File: src/rtl/spi_device.sv
`default_nettype none
// ============================================================================
//  Module   : spi_device
//  Purpose  : Device end of the 32-bit SPI link (mode 0). Oversamples the
//             controller's spi_clk / spi_cs / spi_mosi in the clk domain,
//             deserialises controller-to-device words LSB-first, and on a
//             local tx request pulses gpio_trigger low and then serialises
//             a word onto spi_miso MSB-first.
//  Ports    : clk, rst_n            - clock, async active-low reset
//             spi_clk/cs/mosi       - SPI inputs from the controller
//             spi_miso              - SPI data back to the controller
//             gpio_trigger          - read request (falling edge = request)
//             tx_data/valid/ready   - word to send to the controller
//             rx_data/valid         - last received word + update pulse
//             rx_is_read            - word completed while a read was shifting
//             rx_err                - cs rose with a partial word
//  Revision : 1.0 - initial release
// ============================================================================
module spi_device #(
   parameter int DATA_W      = 32,
   parameter int SYNC_STAGES = 2,
   parameter int TRIG_LOW    = 6
) (
   input  logic              clk,
   input  logic              rst_n,
   input  logic              spi_clk,
   input  logic              spi_cs,
   input  logic              spi_mosi,
   output logic              spi_miso,
   output logic              gpio_trigger,
   input  logic [DATA_W-1:0] tx_data,
   input  logic              tx_valid,
   output logic              tx_ready,
   output logic [DATA_W-1:0] rx_data,
   output logic              rx_valid,
   output logic              rx_is_read,
   output logic              rx_err
);

   localparam int CNT_W = $clog2(DATA_W);
   localparam int TIM_W = $clog2(TRIG_LOW + SYNC_STAGES + 1);
   localparam logic [CNT_W-1:0] C_LAST_BIT  = CNT_W'(DATA_W - 1);
   localparam logic [TIM_W-1:0] C_TRIG_LAST = TIM_W'(TRIG_LOW - 1);
   localparam logic [TIM_W-1:0] C_ARM_LAST  = TIM_W'(SYNC_STAGES - 1);

   typedef enum logic [2:0] {
      ST_IDLE      = 3'd0,
      ST_REQ       = 3'd1,
      ST_ARM       = 3'd2,
      ST_WAIT_EDGE = 3'd3,
      ST_XFER      = 3'd4
   } state_t;

   // ------------------------------------------------------------------
   // Input synchronisers plus one extra copy for edge detection
   // ------------------------------------------------------------------
   logic [SYNC_STAGES-1:0] r_sclk_sync, r_cs_sync, r_mosi_sync;
   logic                   r_sclk_d, r_cs_d;

   always_ff @(posedge clk or negedge rst_n) begin
      if (!rst_n) begin
         r_sclk_sync <= '0;
         r_cs_sync   <= '1;
         r_mosi_sync <= '0;
         r_sclk_d    <= 1'b0;
         r_cs_d      <= 1'b1;
      end else begin
         r_sclk_sync <= {r_sclk_sync[SYNC_STAGES-2:0], spi_clk};
         r_cs_sync   <= {r_cs_sync[SYNC_STAGES-2:0],   spi_cs};
         r_mosi_sync <= {r_mosi_sync[SYNC_STAGES-2:0], spi_mosi};
         r_sclk_d    <= r_sclk_sync[SYNC_STAGES-1];
         r_cs_d      <= r_cs_sync[SYNC_STAGES-1];
      end
   end

   logic w_sclk, w_cs, w_mosi;
   logic w_sclk_rise, w_sclk_fall, w_cs_fall, w_cs_rise;

   assign w_sclk      = r_sclk_sync[SYNC_STAGES-1];
   assign w_cs        = r_cs_sync[SYNC_STAGES-1];
   assign w_mosi      = r_mosi_sync[SYNC_STAGES-1];
   assign w_sclk_rise =  w_sclk & ~r_sclk_d;
   assign w_sclk_fall = ~w_sclk &  r_sclk_d;
   assign w_cs_fall   = ~w_cs   &  r_cs_d;
   assign w_cs_rise   =  w_cs   & ~r_cs_d;

   // ------------------------------------------------------------------
   // Receive path (runs regardless of the transmit FSM)
   // ------------------------------------------------------------------
   state_t             r_state, w_state_next;
   logic [CNT_W-1:0]   r_rx_cnt;
   logic [DATA_W-1:0]  r_rx_shift, w_rx_next;
   logic [DATA_W-1:0]  r_rx_data;
   logic               r_rx_valid, r_rx_is_read, r_rx_err;
   logic               w_rx_take, w_rx_last;

   assign w_rx_take = w_sclk_rise & ~w_cs;
   assign w_rx_last = w_rx_take & (r_rx_cnt == C_LAST_BIT);

   // Shift register with the incoming bit inserted at its LSB-first slot;
   // the completed word is taken from here so rx_data is not a cycle late.
   always_comb begin
      w_rx_next           = r_rx_shift;
      w_rx_next[r_rx_cnt] = w_mosi;
   end

   always_ff @(posedge clk or negedge rst_n) begin
      if (!rst_n) begin
         r_rx_cnt     <= '0;
         r_rx_shift   <= '0;
         r_rx_data    <= '0;
         r_rx_valid   <= 1'b0;
         r_rx_is_read <= 1'b0;
         r_rx_err     <= 1'b0;
      end else begin
         r_rx_valid <= 1'b0;
         r_rx_err   <= 1'b0;
         if (w_cs_fall) begin
            r_rx_cnt   <= '0;
            r_rx_shift <= '0;
         end else if (w_cs_rise) begin
            if (r_rx_cnt != '0)
               r_rx_err <= 1'b1;
            r_rx_cnt <= '0;
         end else if (w_rx_take) begin
            r_rx_shift <= w_rx_next;
            if (w_rx_last) begin
               r_rx_cnt     <= '0;
               r_rx_data    <= w_rx_next;
               r_rx_valid   <= 1'b1;
               r_rx_is_read <= (r_state == ST_XFER);
            end else begin
               r_rx_cnt <= r_rx_cnt + 1'b1;
            end
         end
      end
   end

   assign rx_data    = r_rx_data;
   assign rx_valid   = r_rx_valid;
   assign rx_is_read = r_rx_is_read;
   assign rx_err     = r_rx_err;

   // ------------------------------------------------------------------
   // Transmit FSM
   // ------------------------------------------------------------------
   logic [DATA_W-1:0] r_tx_shift, w_tx_shift_next;
   logic [CNT_W-1:0]  r_tx_cnt,   w_tx_cnt_next;
   logic [TIM_W-1:0]  r_tim,      w_tim_next;
   logic              r_miso,     w_miso_next;
   logic              r_trig;

   always_ff @(posedge clk or negedge rst_n) begin
      if (!rst_n) begin
         r_state    <= ST_IDLE;
         r_tx_shift <= '0;
         r_tx_cnt   <= '0;
         r_tim      <= '0;
         r_miso     <= 1'b0;
         r_trig     <= 1'b1;
      end else begin
         r_state    <= w_state_next;
         r_tx_shift <= w_tx_shift_next;
         r_tx_cnt   <= w_tx_cnt_next;
         r_tim      <= w_tim_next;
         r_miso     <= w_miso_next;
         // Registered so the request pin stays glitch-free off-chip.
         r_trig     <= (w_state_next != ST_REQ);
      end
   end

   always_comb begin
      w_state_next    = r_state;
      w_tx_shift_next = r_tx_shift;
      w_tx_cnt_next   = r_tx_cnt;
      w_tim_next      = r_tim;
      w_miso_next     = r_miso;
      case (r_state)
         ST_IDLE: begin
            if (tx_valid) begin
               w_tx_shift_next = tx_data;
               w_tim_next      = '0;
               w_state_next    = ST_REQ;
            end
         end
         ST_REQ: begin
            if (r_tim == C_TRIG_LAST) begin
               w_tim_next   = '0;
               w_state_next = ST_ARM;
            end else begin
               w_tim_next = r_tim + 1'b1;
            end
         end
         // Lets sclk edges already in the synchroniser drain so a stale
         // falling edge cannot start the word early.
         ST_ARM: begin
            if (r_tim == C_ARM_LAST) begin
               w_tim_next   = '0;
               w_state_next = ST_WAIT_EDGE;
            end else begin
               w_tim_next = r_tim + 1'b1;
            end
         end
         ST_WAIT_EDGE: begin
            if (w_sclk_fall) begin
               w_miso_next   = r_tx_shift[DATA_W-1];
               w_tx_cnt_next = '0;
               w_state_next  = ST_XFER;
            end
         end
         ST_XFER: begin
            if (w_sclk_fall) begin
               if (r_tx_cnt == C_LAST_BIT) begin
                  // LSB was sampled on the preceding rise; park the line.
                  w_miso_next  = 1'b0;
                  w_state_next = ST_IDLE;
               end else begin
                  w_tx_shift_next = {r_tx_shift[DATA_W-2:0], 1'b0};
                  w_miso_next     = r_tx_shift[DATA_W-2];
                  w_tx_cnt_next   = r_tx_cnt + 1'b1;
               end
            end
         end
         default: begin
            w_state_next = ST_IDLE;
         end
      endcase
   end

   assign tx_ready     = (r_state == ST_IDLE);
   assign spi_miso     = r_miso;
   assign gpio_trigger = r_trig;

endmodule
`default_nettype wire

File: config.mk
export PLATFORM = sky130hd
export DESIGN_NAME = spi_device
export DESIGN_NICKNAME = d
export VERILOG_FILES = /design/src/rtl/spi_device.sv
export SDC_FILE = /design/constraint.sdc
export NUM_CORES = 1
export LEC_CHECK = 0
export CORE_MARGIN = 3
export CORE_UTILIZATION = 45
export DETAILED_ROUTE_END_ITERATION = 10
export PLACE_DENSITY = 0.65
export SLEW_MARGIN = 20
export SYNTH_ARGS = -nofsm -noshare
export SYNTH_HDL_FRONTEND = slang
export SYNTH_SLANG_ARGS = --single-unit
File: constraint.sdc
create_clock -name clk -period 3.13 [get_ports clk]
set_input_delay 0.626 -clock clk [delete_from_list [all_inputs] [get_ports clk]]
set_output_delay 0.626 -clock clk [all_outputs]
set_load 0.02 [all_outputs]
==> metrics.md <==
| Metric | Value |
|---|---|
| Total die area | `14500 um^2` |
| Ratio of cells with drive above 1 in the final layout | `7.46%` |
| CP arrival | `1.97 ns` |
| Ranking of synthesized cells by area | `dfrtp_1 (52%), mux2i_1 (10%), o21ai_1 (8.9%), nand2_1 (5.1%), a22o_1 (4.8%)` |
| Mean post-synth cell area | `10.2 um^2` |
| Number of synthesized flops with an enable pin | `0` |
| Cell taking the most area after synthesis | `dfrtp_1` |
| Total power draw | `4.70 mW` |
| Vias | `4313` |
| GRT Overall Usage | `17.8%` |
| Worst-path clk slew | `0.05 ns` |
| CORE AREA | `12700 um^2` |
| Reg2reg start | `r_tx_cnt[0]` |
| Final Skew | `0.00927 ns` |
| DRT Pass-1 Iters | `4` |
| CTS Buf Count | `17` |
| Final net count | `693` |
| Largest net degree at the start of global routing | `64` |
| First-pass GRT wire length | `20700 um` |
| Ant. Diodes | `0` |
| Mapped Nets | `623` |
| Reg2reg setup slack | `0.86 ns` |
| Boundary Pins | `76` |
| CTS tree | `done` |
| Dpl cell area | `6820 um^2` |
| Max incr delay on CP | `0.67 ns` |
| Pre-CTS setup slack | `0.866 ns` |
| Area Growth Syn to Fin | `25.2%` |
| Most common cell after layout, fill and taps aside | `dfrtp_1` |
| Final Hold Viols | `0` |
| CP Class | `register to output pin` |
| Max clock buf depth | `2` |
| Initial antenna violation count | `0` |
| Pwr dens | `640 nW/um^2` |
| Post-route minimum period | `2.60 ns` |
| Clock sinks | `126` |
| CP Capture Type | `output pin` |
| Tcrit/Tclk final | `83.0%` |
| ANT nets after route | `0` |
| WHS | `0.275 ns` |
| Slew @ Worst Pin | `0.730 ns` |
| Post_cts resized | `0` |
| Post-CTS Setup Repair Bufs | `0` |
| GR Overflow Total | `0` |
| Layout fillers | `1146` |
| P_leak | `3.09 nW` |
| Seq/Total Area, Yosys | `53.8%` |
| Core Rows | `41` |
| Yosys warnings | `0` |
| Initial Util | `46.4%` |
| Vias in the first global route | `4285` |
| Max Cap Viol | `0` |
| Hold buffer count at CTS | `0` |
| Maximum clock frequency | `385 MHz` |
| Worst Path Max Fanout | `14` |
| Dpl hpwl | `8090 um` |
| Slew margin rel. | `51.3%` |
| RSZ-0062 raised after global routing | `no` |
| Non-Filler Instances | `829` |
| Worst-Skew Late Latency | `0.42 ns` |
| Inst Count DP | `797` |
| Most frequent cells in the layout | `dfrtp_1 (121), o21ai_1 (103), nand2_1 (79), clkdlybuf4s50_1 (74), mux2i_1 (61)` |
| Count of cell types in the netlist | `48` |
| Syn Inst Count | `574` |
| Final worst slack | `0.531 ns` |
| RD Place Congestion | `0.787` |
| Slew Limit Fails | `0` |
| Crit path buffers/inverters | `1` |
| Buffers on Ports | `75` |
| Hold/Removal Path Class | `input pin to asynchronous set/reset pin` |
| Chip width | `120 um` |
| Setup Viol. Count Final | `0` |
| Reg2reg path depth | `7` |
| Crit path max-delay family | `buffers and inverters` |
| Ys async rst share | `100%` |
| Final Util | `58.0%` |
| Root buf cell | `clkbuf_16` |
| DRC Markers | `0` |
| Startpoint types | `register` |
| Setup tns final | `0 ns` |
| CTS H-tree depth | `4` |
| Outcome | `finished, final reports clean` |
| Routed wire length | `12100 um` |
| Die H | `120 um` |
| Worst EP required | `2.50 ns` |
| #FFs+latches synth | `126` |
| Design Area, Final | `7350 um^2` |
| Reg-to-Reg End | `r_tx_shift[0]` |
| CP cell instances | `nor3_1, clkdlybuf4s50_1` |
| Peak supply drop | `0.399 mV` |
| Main synth FF type | `dfrtp_1` |
| Avg WL per Cell | `14.6 um` |
| Avg Vias per Cell | `5.20` |
| Synth top area share | `52.0%` |
| Slowest CP cell | `clkdlybuf4s50_1` |
| Synthesized cell area | `5870 um^2` |
| Initial DRC count | `201` |
registers in the layout, indices dropped and copies added (netlist names), 2 cells and up:
signal / count
r_cs_sync: 2
r_mosi_sync: 2
r_rx_cnt: 5
r_rx_shift: 32
r_sclk_sync: 2
r_state: 3
r_tim: 4
r_tx_cnt: 5
r_tx_shift: 32
rx_data: 32
kinds of logic (layout without fill, tap and decap cells):
group,Yosys count,after routing,synth area share (%)
compound gates,162,162,17.0
flops,126,126,53.8
fa+ha+maj,11,11,2.34
simple gates,165,165,12.9
mux,61,61,10.4
xor+xnor,2,2,0.298
buf+inv,47,130,3.30
cell usage after synthesis, drive strengths merged (2+ instances only):
cell,count
dfrtp,122
nor3,5
a22o,32
and3,2
a21oi,6
o31a,2
nor2,40
nor3b,5
mux2i,61
clkbuf,28
or2,3
nand2b,9
a211o,2
dfstp,4
nor2b,7
a21o,2
ha,11
o22ai,2
nand3,3
inv,10
buf,9
o31ai,3
nand4,2
o21ai,104
a32o,2
nand2,80
per-layer routing:
layer / part of all wire [%] / vias to the layer above / wire [um] / GRT usage (%)
li1: - / 2161 / - / -
met1: 48 / 2043 / 5740 / 24.2
met2: 46 / 97 / 5590 / 27.3
met3: 5.0 / 12 / 602 / 5.14
met4: 1.1 / 0 / 136 / 6.44
met5: 0 / - / 0 / 0
where the power goes:
group	internal, mW	switching, mW	leakage [nW]
clock network	1.12	0.650	0.260
logic	0.379	0.468	1.16
registers	1.90	0.196	1.67
final cells by class:
| class | instances | area (um^2) | area share [%] |
|---|---|---|---|
| clock inverters | 1 | 5.00 | 0.0681 |
| inverters | 10 | 37.5 | 0.511 |
| multi-input cells | 401 | 2530 | 34.5 |
| repair buffers | 88 | 871 | 11.8 |
| flip-flops and latches | 126 | 3160 | 43.0 |
| clock buffers | 31 | 528 | 7.18 |
| well taps | 172 | 215 | 2.93 |
how the worst max path moves through the flow:
stage / to / cells after the start / slack, ns / from
6_report: tx_ready / 2 / 0.53 / r_state[1]
5_1_grt: tx_ready / 2 / 0.45 / r_state[1]
4_1_cts: tx_ready / 2 / 0.52 / r_state[1]
3_5_place_dp: r_tx_shift[0] / 7 / 0.87 / r_tx_cnt[0]
3_3_place_gp: r_rx_shift[12] / 7 / 0.90 / r_cs_sync[1]
2_1_floorplan: rx_data[22] / 8 / 1.02 / r_rx_cnt[0]
Power figures use the tool's default switching activity.
